File: config.mk
export PLATFORM = sky130hd
export DESIGN_NAME = bht_update_ctrl_flat
export DESIGN_NICKNAME = d
export VERILOG_FILES = /design/src/rtl/bht_update_ctrl_if.sv /design/src/rtl/bht_update_ctrl.sv /design/src/flat_wrapper.sv
export SDC_FILE = /design/constraint.sdc
export NUM_CORES = 1
export LEC_CHECK = 0
export ABC_AREA = 1
export CELL_PAD_IN_SITES_DETAIL_PLACEMENT = 0
export CELL_PAD_IN_SITES_GLOBAL_PLACEMENT = 2
export CORE_ASPECT_RATIO = 1.25
export CORE_MARGIN = 8
export CORE_UTILIZATION = 33
export CTS_BUF_LIST = sky130_fd_sc_hd__clkbuf_4 sky130_fd_sc_hd__clkbuf_8 sky130_fd_sc_hd__clkbuf_16
export CTS_CLUSTER_SIZE = 25
export DETAILED_ROUTE_END_ITERATION = 12
export DONT_BUFFER_PORTS = 1
export MAX_ROUTING_LAYER = met4
export PLACE_DENSITY = 0.83
export SLEW_MARGIN = 20
export SYNTH_ARGS = -nofsm -noshare
export SYNTH_HDL_FRONTEND = slang
export SYNTH_SLANG_ARGS = --single-unit
File: constraint.sdc
create_clock -name clk -period 1.9 [get_ports clk]
set_input_delay 0.095 -clock clk [delete_from_list [all_inputs] [get_ports clk]]
set_output_delay 0.095 -clock clk [all_outputs]
set_load 0.1 [all_outputs]
File: src/rtl/bht_update_ctrl_if.sv
// -----------------------------------------------------------------------------
// bht_update_ctrl_if
// Bundles the fetch lookup port, the branch-resolution update port and the
// counter-array port of bht_update_ctrl.
//   slave  : controller view (drives fetch_ready/data/pred, upd_ready, arr_*
//            write/read controls, init_done; receives requests and arr_dataout)
//   master : environment view (fetch stage, resolve stage and counter array)
// Parameters:
//   s_index : array index width
//   width   : counter width in bits
// -----------------------------------------------------------------------------
interface bht_update_ctrl_if #(
    parameter int s_index = 10,
    parameter int width   = 2
);
    // fetch-stage lookup
    logic               fetch_valid;
    logic [s_index-1:0] fetch_index;
    logic               fetch_ready;
    logic [width-1:0]   fetch_data;
    logic               fetch_pred;

    // branch-resolution update
    logic               upd_valid;
    logic [s_index-1:0] upd_index;
    logic               upd_taken;
    logic               upd_ready;

    // counter array
    logic               arr_load;
    logic [s_index-1:0] arr_rindex;
    logic [s_index-1:0] arr_windex;
    logic [width-1:0]   arr_datain;
    logic [width-1:0]   arr_dataout;

    logic               init_done;

    modport slave (
        input  fetch_valid, fetch_index,
        input  upd_valid, upd_index, upd_taken,
        input  arr_dataout,
        output fetch_ready, fetch_data, fetch_pred,
        output upd_ready,
        output arr_load, arr_rindex, arr_windex, arr_datain,
        output init_done
    );

    modport master (
        output fetch_valid, fetch_index,
        output upd_valid, upd_index, upd_taken,
        output arr_dataout,
        input  fetch_ready, fetch_data, fetch_pred,
        input  upd_ready,
        input  arr_load, arr_rindex, arr_windex, arr_datain,
        input  init_done
    );
endinterface

File: src/rtl/bht_update_ctrl.sv
// -----------------------------------------------------------------------------
// bht_update_ctrl
// Owns the write port and shares the single read port of the branch-history
// counter array. After reset it sweeps every entry to init_value, then serves
// fetch lookups and applies queued branch-resolution updates as a two-cycle
// read-modify-write of a saturating counter.
// Ports:
//   clk  : clock
//   rst  : synchronous, active-high reset
//   ctrl : bht_update_ctrl_if.slave (fetch port, update port, array port,
//          init_done)
// Parameters:
//   s_index      : array index width (2**s_index entries)
//   width        : counter width
//   init_value   : value written to every entry by the init sweep
//   fifo_depth   : update queue depth (power of two, >= 2)
//   starve_limit : max cycles a queued update may be held off by fetch (>= 1)
// -----------------------------------------------------------------------------
module bht_update_ctrl #(
    parameter int               s_index      = 10,
    parameter int               width        = 2,
    parameter logic [width-1:0] init_value   = 2'b01,
    parameter int               fifo_depth   = 4,
    parameter int               starve_limit = 8
) (
    input logic              clk,
    input logic              rst,
    bht_update_ctrl_if.slave ctrl
);

    localparam int PW = $clog2(fifo_depth);
    localparam int CW = $clog2(fifo_depth) + 1;
    localparam int SW = $clog2(starve_limit + 1);
    localparam logic [CW-1:0] FIFO_FULL   = CW'(fifo_depth);
    localparam logic [SW-1:0] STARVE_MAX  = SW'(starve_limit);
    localparam logic [width-1:0] CNT_MAX  = {width{1'b1}};

    typedef enum logic [1:0] {INIT, IDLE, RD, WR} state_e;

    // ---------------------------------------------------------------- state
    state_e             state_q, state_d;
    logic [s_index-1:0] init_ptr_q, init_ptr_d;
    logic               init_done_q, init_done_d;
    logic [width-1:0]   rd_q, rd_d;
    logic [SW-1:0]      starve_q, starve_d;

    // update queue
    logic [PW-1:0]      wr_ptr_q, wr_ptr_d;
    logic [PW-1:0]      rd_ptr_q, rd_ptr_d;
    logic [CW-1:0]      count_q, count_d;
    logic [s_index-1:0] q_index_q [fifo_depth];
    logic               q_taken_q [fifo_depth];

    // ------------------------------------------------------------ internals
    logic               q_empty, q_full;
    logic               push, pop, take;
    logic [s_index-1:0] head_index;
    logic               head_taken;
    logic [width-1:0]   rmw_result;

    logic               fetch_ready;
    logic               upd_ready;
    logic               arr_load;
    logic [s_index-1:0] arr_rindex, arr_windex;
    logic [width-1:0]   arr_datain;

    assign q_empty    = (count_q == '0);
    assign q_full     = (count_q == FIFO_FULL);
    assign head_index = q_index_q[rd_ptr_q];
    assign head_taken = q_taken_q[rd_ptr_q];

    // Depends only on registered state so the resolve stage never sees a
    // combinational path from its own upd_valid.
    assign upd_ready = !rst && (state_q != INIT) && !q_full;
    assign push      = ctrl.upd_valid && upd_ready;

    // Saturating counter step applied in WR.
    always_comb begin
        rmw_result = rd_q;
        if (head_taken) begin
            if (rd_q != CNT_MAX) rmw_result = rd_q + 1'b1;
        end else begin
            if (rd_q != '0) rmw_result = rd_q - 1'b1;
        end
    end

    // ------------------------------------------- next state and port control
    always_comb begin
        // NOTE: every signal written here gets a default first, so no path
        // through the case can leave one unassigned and infer a latch.
        state_d     = state_q;
        init_ptr_d  = init_ptr_q;
        init_done_d = init_done_q;
        rd_d        = rd_q;
        starve_d    = starve_q;
        take        = 1'b0;
        pop         = 1'b0;
        fetch_ready = 1'b0;
        arr_load    = 1'b0;
        arr_rindex  = ctrl.fetch_index;
        arr_windex  = '0;
        arr_datain  = '0;

        unique case (state_q)
            INIT: begin
                arr_load   = 1'b1;
                arr_windex = init_ptr_q;
                arr_datain = init_value;
                init_ptr_d = init_ptr_q + 1'b1;
                if (init_ptr_q == '1) begin
                    state_d     = IDLE;
                    init_done_d = 1'b1;
                end
            end
            IDLE: begin
                // Drain when fetch is quiet, when the queue would otherwise
                // back-pressure resolve, or when the head has waited too long.
                take = !q_empty &&
                       (!ctrl.fetch_valid || q_full || (starve_q == STARVE_MAX));
                if (take) begin
                    state_d    = RD;
                    starve_d   = '0;
                    arr_rindex = head_index;
                end else begin
                    fetch_ready = 1'b1;
                    starve_d    = q_empty ? '0 : starve_q + 1'b1;
                end
            end
            RD: begin
                arr_rindex = head_index;
                rd_d       = ctrl.arr_dataout;
                state_d    = WR;
            end
            WR: begin
                // Read port goes back to fetch; the array's write bypass
                // returns the new value to a same-index lookup.
                arr_load    = 1'b1;
                arr_windex  = head_index;
                arr_datain  = rmw_result;
                pop         = 1'b1;
                fetch_ready = 1'b1;
                state_d     = IDLE;
            end
            default: state_d = INIT;
        endcase

        // Reset quiets every control output, including a pending WR write.
        if (rst) begin
            pop         = 1'b0;
            fetch_ready = 1'b0;
            arr_load    = 1'b0;
            arr_rindex  = '0;
            arr_windex  = '0;
            arr_datain  = '0;
        end
    end

    // ------------------------------------------------------- queue pointers
    always_comb begin
        wr_ptr_d = push ? wr_ptr_q + 1'b1 : wr_ptr_q;
        rd_ptr_d = pop  ? rd_ptr_q + 1'b1 : rd_ptr_q;
        unique case ({push, pop})
            2'b10:   count_d = count_q + 1'b1;
            2'b01:   count_d = count_q - 1'b1;
            default: count_d = count_q;
        endcase
    end

    // ------------------------------------------------------------ registers
    // NOTE: state registers use non-blocking assignment so every flop samples
    // pre-edge values regardless of process evaluation order.
    always_ff @(posedge clk) begin
        if (rst) begin
            state_q     <= INIT;
            init_ptr_q  <= '0;
            init_done_q <= 1'b0;
            rd_q        <= '0;
            starve_q    <= '0;
            wr_ptr_q    <= '0;
            rd_ptr_q    <= '0;
            count_q     <= '0;
        end else begin
            state_q     <= state_d;
            init_ptr_q  <= init_ptr_d;
            init_done_q <= init_done_d;
            rd_q        <= rd_d;
            starve_q    <= starve_d;
            wr_ptr_q    <= wr_ptr_d;
            rd_ptr_q    <= rd_ptr_d;
            count_q     <= count_d;
        end
    end

    // NOTE: queue storage is not reset; count_q/pointers define which slots
    // are valid, so stale contents are never observed.
    always_ff @(posedge clk) begin
        if (push) begin
            q_index_q[wr_ptr_q] <= ctrl.upd_index;
            q_taken_q[wr_ptr_q] <= ctrl.upd_taken;
        end
    end

    // -------------------------------------------------------------- outputs
    assign ctrl.fetch_ready = fetch_ready;
    assign ctrl.fetch_data  = ctrl.arr_dataout;
    assign ctrl.fetch_pred  = ctrl.arr_dataout[width-1];
    assign ctrl.upd_ready   = upd_ready;
    assign ctrl.arr_load    = arr_load;
    assign ctrl.arr_rindex  = arr_rindex;
    assign ctrl.arr_windex  = arr_windex;
    assign ctrl.arr_datain  = arr_datain;
    assign ctrl.init_done   = init_done_q && !rst;

endmodule
File: src/flat_wrapper.sv
// flat-port wrapper written by rule: the top's interface ports become plain ports
module bht_update_ctrl_flat 
#(
    parameter int               s_index      = 10,
    parameter int               width        = 2,
    parameter logic [width-1:0] init_value   = 2'b01,
    parameter int               fifo_depth   = 4,
    parameter int               starve_limit = 8
)
  (clk, rst, ctrl_fetch_valid, ctrl_fetch_index, ctrl_upd_valid, ctrl_upd_index, ctrl_upd_taken, ctrl_arr_dataout, ctrl_fetch_ready, ctrl_fetch_data, ctrl_fetch_pred, ctrl_upd_ready, ctrl_arr_load, ctrl_arr_rindex, ctrl_arr_windex, ctrl_arr_datain, ctrl_init_done);
  bht_update_ctrl_if #(.s_index(s_index), .width(width)) ctrl_i ();
  input logic clk;
  input logic rst;
  input wire logic [$bits(ctrl_i.fetch_valid)-1:0] ctrl_fetch_valid;
  input wire logic [$bits(ctrl_i.fetch_index)-1:0] ctrl_fetch_index;
  input wire logic [$bits(ctrl_i.upd_valid)-1:0] ctrl_upd_valid;
  input wire logic [$bits(ctrl_i.upd_index)-1:0] ctrl_upd_index;
  input wire logic [$bits(ctrl_i.upd_taken)-1:0] ctrl_upd_taken;
  input wire logic [$bits(ctrl_i.arr_dataout)-1:0] ctrl_arr_dataout;
  output wire logic [$bits(ctrl_i.fetch_ready)-1:0] ctrl_fetch_ready;
  output wire logic [$bits(ctrl_i.fetch_data)-1:0] ctrl_fetch_data;
  output wire logic [$bits(ctrl_i.fetch_pred)-1:0] ctrl_fetch_pred;
  output wire logic [$bits(ctrl_i.upd_ready)-1:0] ctrl_upd_ready;
  output wire logic [$bits(ctrl_i.arr_load)-1:0] ctrl_arr_load;
  output wire logic [$bits(ctrl_i.arr_rindex)-1:0] ctrl_arr_rindex;
  output wire logic [$bits(ctrl_i.arr_windex)-1:0] ctrl_arr_windex;
  output wire logic [$bits(ctrl_i.arr_datain)-1:0] ctrl_arr_datain;
  output wire logic [$bits(ctrl_i.init_done)-1:0] ctrl_init_done;
  assign ctrl_i.fetch_valid = ctrl_fetch_valid;
  assign ctrl_i.fetch_index = ctrl_fetch_index;
  assign ctrl_i.upd_valid = ctrl_upd_valid;
  assign ctrl_i.upd_index = ctrl_upd_index;
  assign ctrl_i.upd_taken = ctrl_upd_taken;
  assign ctrl_i.arr_dataout = ctrl_arr_dataout;
  assign ctrl_fetch_ready = ctrl_i.fetch_ready;
  assign ctrl_fetch_data = ctrl_i.fetch_data;
  assign ctrl_fetch_pred = ctrl_i.fetch_pred;
  assign ctrl_upd_ready = ctrl_i.upd_ready;
  assign ctrl_arr_load = ctrl_i.arr_load;
  assign ctrl_arr_rindex = ctrl_i.arr_rindex;
  assign ctrl_arr_windex = ctrl_i.arr_windex;
  assign ctrl_arr_datain = ctrl_i.arr_datain;
  assign ctrl_init_done = ctrl_i.init_done;
  bht_update_ctrl #(.s_index(s_index), .width(width), .init_value(init_value), .fifo_depth(fifo_depth), .starve_limit(starve_limit)) u_core (.clk(clk), .rst(rst), .ctrl(ctrl_i));
endmodule
==> flow_summary.toml, run 1 <==
[sta]
worst_pin_slew_ns = 0.530
fmax_mhz = 511
fin_crit_sh = 1.03
fin_tns_setup_ns = -0.397
finalMaxSlewViolations = 0
setup_ws_ns = -0.0583
final-hold-violation-count = 0
setup_violations = 15
rsz0062_at_grt = "true"
max_slew_margin = 0.647
finalCriticalPeriod_ns = 1.96
finalClockSkew_ns = 0.00393

[power_and_ir_drop]
power_leakage_nw = 2.43
power.total_mw = 3.69
power_density_nw_per_um2 = 656
vdd_drop_max_uv = 517

[yosys]
syn_area_sq_um = 3880
synth_cell_types = 31
ys_warn_count = 0
synth_seq_area_share = 0.485
synth-compound-area-share = 0.0742
synth-adder-area-share = 0.0471
ys_ff_latch = 72
synth.top_cells.by_area = "edfxtp_1, nand2_1, dfxtp_1"
synth_top_family_by_area = "simple AND/OR/NAND/NOR gates"
synth_top_area_frac = 0.341
syn_inst = 500
synth_top_cell_by_area = "edfxtp_1"
syn_avg_cell_area_sq_um = 7.75
synth-simple-area-share = 0.277
synthesis.nets = 541
synth-xor-area-share = 0.00452
muxShareOfSynthArea = 0

[floorplan]
std_cell_rows = 44
die_w_microns = 113
die_y_microns = 137
dieArea_sq_um = 15500
io_pins = 56
core_area_sq_um = 11600
initial_utilization = 0.335

[detailed_routing]
viasPerCell = 4.64
route.detailed.drc = 0
wl_met1_microns = 4440
met2_length_microns = 5100
wirelength_microns = 10100
top_layer = "met4"
post_drt_wl_per_cell_microns = 14.1
num_vias = 3311
wl_met3_microns = 426
drtIter0Drc = 160
dr.pass1.iters = 4
drt.antenna.violating_nets = 0

[clocking]
clk_path_buf_depth = 2
cts-root-buf = "clkbuf_16"
cts_tree = "yes"
htreeDepth = 3
clk_pin_slew_ns = 0.06
cts_made_buffers = 9
cts_sinks = 72
clk_latency_ns = 0.33

[grt]
grt_antenna_before_repair = 0
grt_overflow = 0
grt_pass1_wl_microns = 16300
grt_pass1_vias = 3200
grtUsageTotal = 0.139
grt_max_degree = 23

[place]
routabilityCongestion = 0.799
port_buffers = 0
dpl_cell_area_sq_um = 4810
dpl.hpwl_microns = 7020

[setup_path]
path_delay_family = "buffers and inverters"
cp-startpoint = "u_core.state_q[0]"
critPathKind = "reg2out"
critPathSlowestCell = "dfxtp_4"
worstPathArrival_ns = 1.86
crit_chain = "inv_4, ha_4, nor2_4, clkinvlp_4, buf_12, o31ai_4, buf_12"
r2r_start = "u_core.state_q[0]"
path_max_fanout = 6
start_kind = "flip-flop"
cp-end-kind = "output port"
critPathRequiredTime_ns = 1.80
slowest_delay_ns = 0.38
cp_common_cell = "buf_12"
cp_num_buf_inv = 4

[finish]
drive_gt1_frac = 0.269
area_delta_synth_final_pct = 44.8
num-fill-cells = 1099
multi_input_area_sq_um = 1840
insertedDiodeCount = 0
final_cell_area_sq_um = 5620
final-seq-area_sq_um = 1890
nNetsFinal = 612

[run_status]
violations = "setup timing"
outcome = "finished, violations left"

[min_path]
holdCritStartpoint = "ctrl_upd_valid"
hold_path.class = "in2reg"

[flow_run]
cap_violations = 0
[path summary, 6_finish.rpt]
kind / end / slack [ns] / cells past startpoint
worst max-delay path: ctrl_arr_windex[7] / -0.06 / 7
worst min-delay path: u_core.wr_ptr_q[0] / 0.11 / 3
worst max register to register: u_core.count_q[2] / 0.05 / 11
worst min register to register: flip-flop / 0.47 / 1
[state kept, by name, summed over array words and instances (netlist names), 3 cells and up, named ones only]
| signal | flops |
|---|---|
| u_core.init_ptr_q | 10 |
| u_core.q_index_q | 40 |
| u_core.starve_q | 4 |
| u_core.q_taken_q | 4 |
| u_core.count_q | 3 |
[cells in the mapped netlist]
cell	number
a31oi_1	1
nor2_1	36
a21oi_2	1
o21ai_0	17
xor2_1	2
o21ai_1	3
nand2_4	1
nor2_2	3
and3_1	1
nor3_1	4
a21oi_1	24
inv_2	2
nor2_4	1
buf_4	4
nand4_1	4
inv_1	82
nand3_1	34
a31o_2	1
fa_1	1
nand2_2	10
nand2_1	161
buf_8	1
edfxtp_1	44
dfxtp_1	28
buf_2	10
ha_1	13
clkbuf_1	3
o22ai_1	1
nand3_2	1
o31ai_1	5
buf_6	1
[tightest hold or removal path: cells and delay by family]
kind / cells / cell delay, ns
AOI/OAI and AO/OA: 1 / 0.08
buffers and inverters: 1 / 0.17
and+or+nand+nor: 1 / 0.05
[cells by family after synthesis]
family                   Yosys count
AO/OA/AOI/OAI                     53
buffers and inverters            103
adder cells (fa/ha/maj)           14
XOR/XNOR                           2
AND/OR/NAND/NOR                  256
flip-flops                        72
[where the power goes]
| part | leakage [nW] | total [mW] | internal (mW) | switching, mW |
|---|---|---|---|---|
| combinational | 1.65 | 0.322 | 0.119 | 0.203 |
| clock | 0.150 | 1.70 | 1.03 | 0.670 |
| sequential | 0.625 | 1.67 | 1.66 | 0.00720 |
[repair_timing]
action / CTS / global route
pin swaps: 9 / 10
gates resized for setup: 28 / 18
endpoints found under the hold margin: 55 / 0
setup endpoints to repair: 24 / 27
cloned: 2 / 0
setup buffers: 15 / 1
hold buffers: 21 / 0
[cell type report]
type,instances,area share
Inverter,84,0.0602
Sequential cell,72,0.337
Clock inverter,7,0.0140
Multi-Input combinational cell,325,0.328
Tap cell,138,0.0307
Clock buffer,9,0.0401
Timing Repair Buffer,79,0.190
[through the flow]
stage / hold slack (ns) / worst slack, ns / instances / util
4_1_cts: 0.105 / -0.0731 / 714 / 0.482
5_1_grt: 0.125 / -0.130 / 714 / 0.486
2_1_floorplan: 0.194 / -0.444 / 500 / -
3_3_place_gp: 0.168 / 0.00140 / 661 / 0.416
6_report: 0.108 / -0.0583 / 714 / 0.486
3_5_place_dp: 0.171 / -0.0193 / 661 / 0.416
[layer usage]
| metal | vias up | track usage |
|---|---|---|
| met4 | 0 | 0.0401 |
| li1 | 1717 | - |
| met5 | - | - |
| met2 | 62 | 0.241 |
| met1 | 1522 | 0.158 |
| met3 | 10 | 0.0338 |
[cell usage in the layout, fill, tap and decap left out, drive strengths merged, types with 5 or more instances in the layout]
cell         netlist  routed
a21oi             25      25
buf               16      58
clkbuf             3       9
dfxtp             28      28
dlygate4sd3        0      21
edfxtp            44      44
ha                13      13
inv               84      84
nand2            172     172
nand3             35      35
nor2              40      40
o21ai             20      20
o31ai              5       5
Power figures use the tool's default switching activity.
==> run 2, diff against run 1 <==
--- a/config.mk
+++ b/config.mk
@@ -6,11 +6,11 @@
 export NUM_CORES = 1
 export LEC_CHECK = 0
 export ABC_AREA = 1
-export CELL_PAD_IN_SITES_DETAIL_PLACEMENT = 0
-export CELL_PAD_IN_SITES_GLOBAL_PLACEMENT = 2
+export CELL_PAD_IN_SITES_DETAIL_PLACEMENT = 1
+export CELL_PAD_IN_SITES_GLOBAL_PLACEMENT = 1
 export CORE_ASPECT_RATIO = 1.25
 export CORE_MARGIN = 8
-export CORE_UTILIZATION = 33
+export CORE_UTILIZATION = 42
 export CTS_BUF_LIST = sky130_fd_sc_hd__clkbuf_4 sky130_fd_sc_hd__clkbuf_8 sky130_fd_sc_hd__clkbuf_16
 export CTS_CLUSTER_SIZE = 25
 export DETAILED_ROUTE_END_ITERATION = 12
==> run 2 against run 1 <==
Fmax fell by 3.7%. Sequential cell count did not move. The run ends with hold timing, setup timing left. Register-to-register slack got worse by 0.07 ns. Non-clock buffer count fell by 4. Sequential power barely moved.
==> flow_summary.toml, run 2 (synthesis results as in run 1) <==
[place]
port_buffers = 0
routabilityCongestion = 0.809
dpl.hpwl_microns = 8580

[sta]
finalClockSkew_ns = 0.00932
worst_pin_slew_ns = 0.385
fin_crit_sh = 1.07
finalCriticalPeriod_ns = 2.03
max_slew_margin = 0.741
rsz0062_at_grt = "true"
setup_ws_ns = -0.134
setup_violations = 22
fmax_mhz = 492
finalMaxSlewViolations = 0
final-hold-violation-count = 2
hold_ws_ns = -0.181
fin_tns_setup_ns = -1.67

[setup_path]
path_delay_family = "buffers and inverters"
path_max_fanout = 8
critPathRequiredTime_ns = 1.80
critPathKind = "reg2out"
cp_num_buf_inv = 4
start_kind = "flip-flop"
crit_chain = "inv_4, ha_4, nor2_4, clkinvlp_4, buf_12, o31ai_4, buf_12"
cp_common_cell = "buf_12"
cp-end-kind = "output port"
worstPathArrival_ns = 1.94
critPathSlowestCell = "dfxtp_4"
slowest_delay_ns = 0.37

[detailed_routing]
wirelength_microns = 16700
route.detailed.drc = 0
post_drt_wl_per_cell_microns = 24.1
drt.antenna.violating_nets = 0
num_vias = 3899
dr.pass1.iters = 5
viasPerCell = 5.62
drtIter0Drc = 262

[power_and_ir_drop]
power_leakage_nw = 2.40
vdd_drop_max_uv = 777
power.total_mw = 3.70
power_density_nw_per_um2 = 656

[floorplan]
initial_utilization = 0.427
std_cell_rows = 39
die_y_microns = 123
dieArea_sq_um = 12600
io_pins = 56
die_w_microns = 102
core_area_sq_um = 9080

[grt]
grtUsageTotal = 0.285
busiest_layer = "met2"
grt_pass1_vias = 4441
grt_pass1_wl_microns = 25700
grt_max_degree = 23
grt_overflow = 0
grtUsageMet3 = 0.0507
use_met2 = 0.476
grt_antenna_before_repair = 0
use_met1 = 0.300

[finish]
top_register = "u_core.q_index_q"
layout_common_cells = "nand2_1, inv_1, edfxtp_1"
reg_top3 = "u_core.q_index_q x40, u_core.init_ptr_q x10"
layout.cells.most_common = "nand2_1"
drive_gt1_frac = 0.303
area_delta_synth_final_pct = 45.4
insertedDiodeCount = 0
nNetsFinal = 608
largest_reg_flops = 40

[clocking]
clk_path_buf_depth = 2
cts-root-buf = "clkbuf_16"
ctsHoldBuffers = 19
htreeDepth = 3
cts_made_buffers = 9
clk_pin_slew_ns = 0.06
cts_sinks = 72
cts_tree = "yes"
clk_latency_ns = 0.35

[run_status]
violations = "hold timing, setup timing"
outcome = "finished, violations left"

[min_path]
hold_path.class = "in2reg"

[flow_run]
cap_violations = 0
[run 2: cell types whose count changed in the layout (fill, tap and decap cells not counted), moves of 3 or more]
cell           before  now
dfxtp_4             1    4
dlygate4sd3_1      21   17
dfxtp_1            21   18
nand2_2            26   34
nand2_4             4    8
nand2_1           142  129
[run 2: where the power goes]
part	internal, mW	switching (mW)	total, mW	leakage (nW)
clock	1.01	0.686	1.69	0.141
sequential	1.65	0.00928	1.66	0.628
combinational	0.118	0.225	0.343	1.63
[run 2: area by class of cell]
cell class / count / area [sq um]
clock buffer: 9 / 225
clock inverter: 6 / 60.1
fill: 1014 / 3440
inverter: 84 / 345
multi-input combinational: 325 / 1920
sequential: 72 / 1900
tap: 123 / 154
timing repair buffer: 75 / 1020
[run 2: final timing paths]
path / slack (ns) / from / endpoint / cells past startpoint
worst max-delay path: -0.13 / u_core.state_q[0] / ctrl_arr_windex[3] / 7
worst min-delay path: -0.18 / rst / u_core.starve_q[2] / 1
worst max register to register: -0.02 / u_core.state_q[1] / u_core.count_q[2] / 13
worst min register to register: 0.52 / u_core.count_q[0] / u_core.count_q[0] / 1
[run 2: metrics by stage]
stage	area [sq um]	std cells	utilization	setup WS, ns
4_1_cts	5490	693	0.605	-0.108
3_5_place_dp	4800	647	0.529	-0.118
5_1_grt	5640	694	0.621	-0.173
3_3_place_gp	4800	647	0.529	0.0417
6_report	5640	694	0.621	-0.134
2_1_floorplan	4090	500	-	-0.444
[run 2: routing by layer]
layer / vias up / share of wire
li1: 1703 / -
met1: 1947 / 0.38
met2: 185 / 0.52
met3: 64 / 0.051
met4: 0 / 0.056
met5: - / 0
[run 2: worst reg2reg max path, stage by stage, from the launching register on]
cell,delay (ns)
dfxtp_4,0.36
inv_4,0.08
ha_4,0.17
inv_8,0.04
nand2_4,0.06
a21oi_4,0.04
nand2_4,0.08
ha_4,0.13
inv_2,0.05
fa_2,0.36
a21oi_2,0.12
o21ai_1,0.10
o21ai_1,0.16
a21oi_1,0.06
[run 2: timing repair]
action	in CTS	in global routing
gates resized for setup	36	42
pin swaps	16	17
cloned	2	0
endpoints found under the hold margin	54	2
endpoints found under the setup margin	24	28
buffers inserted	11	3
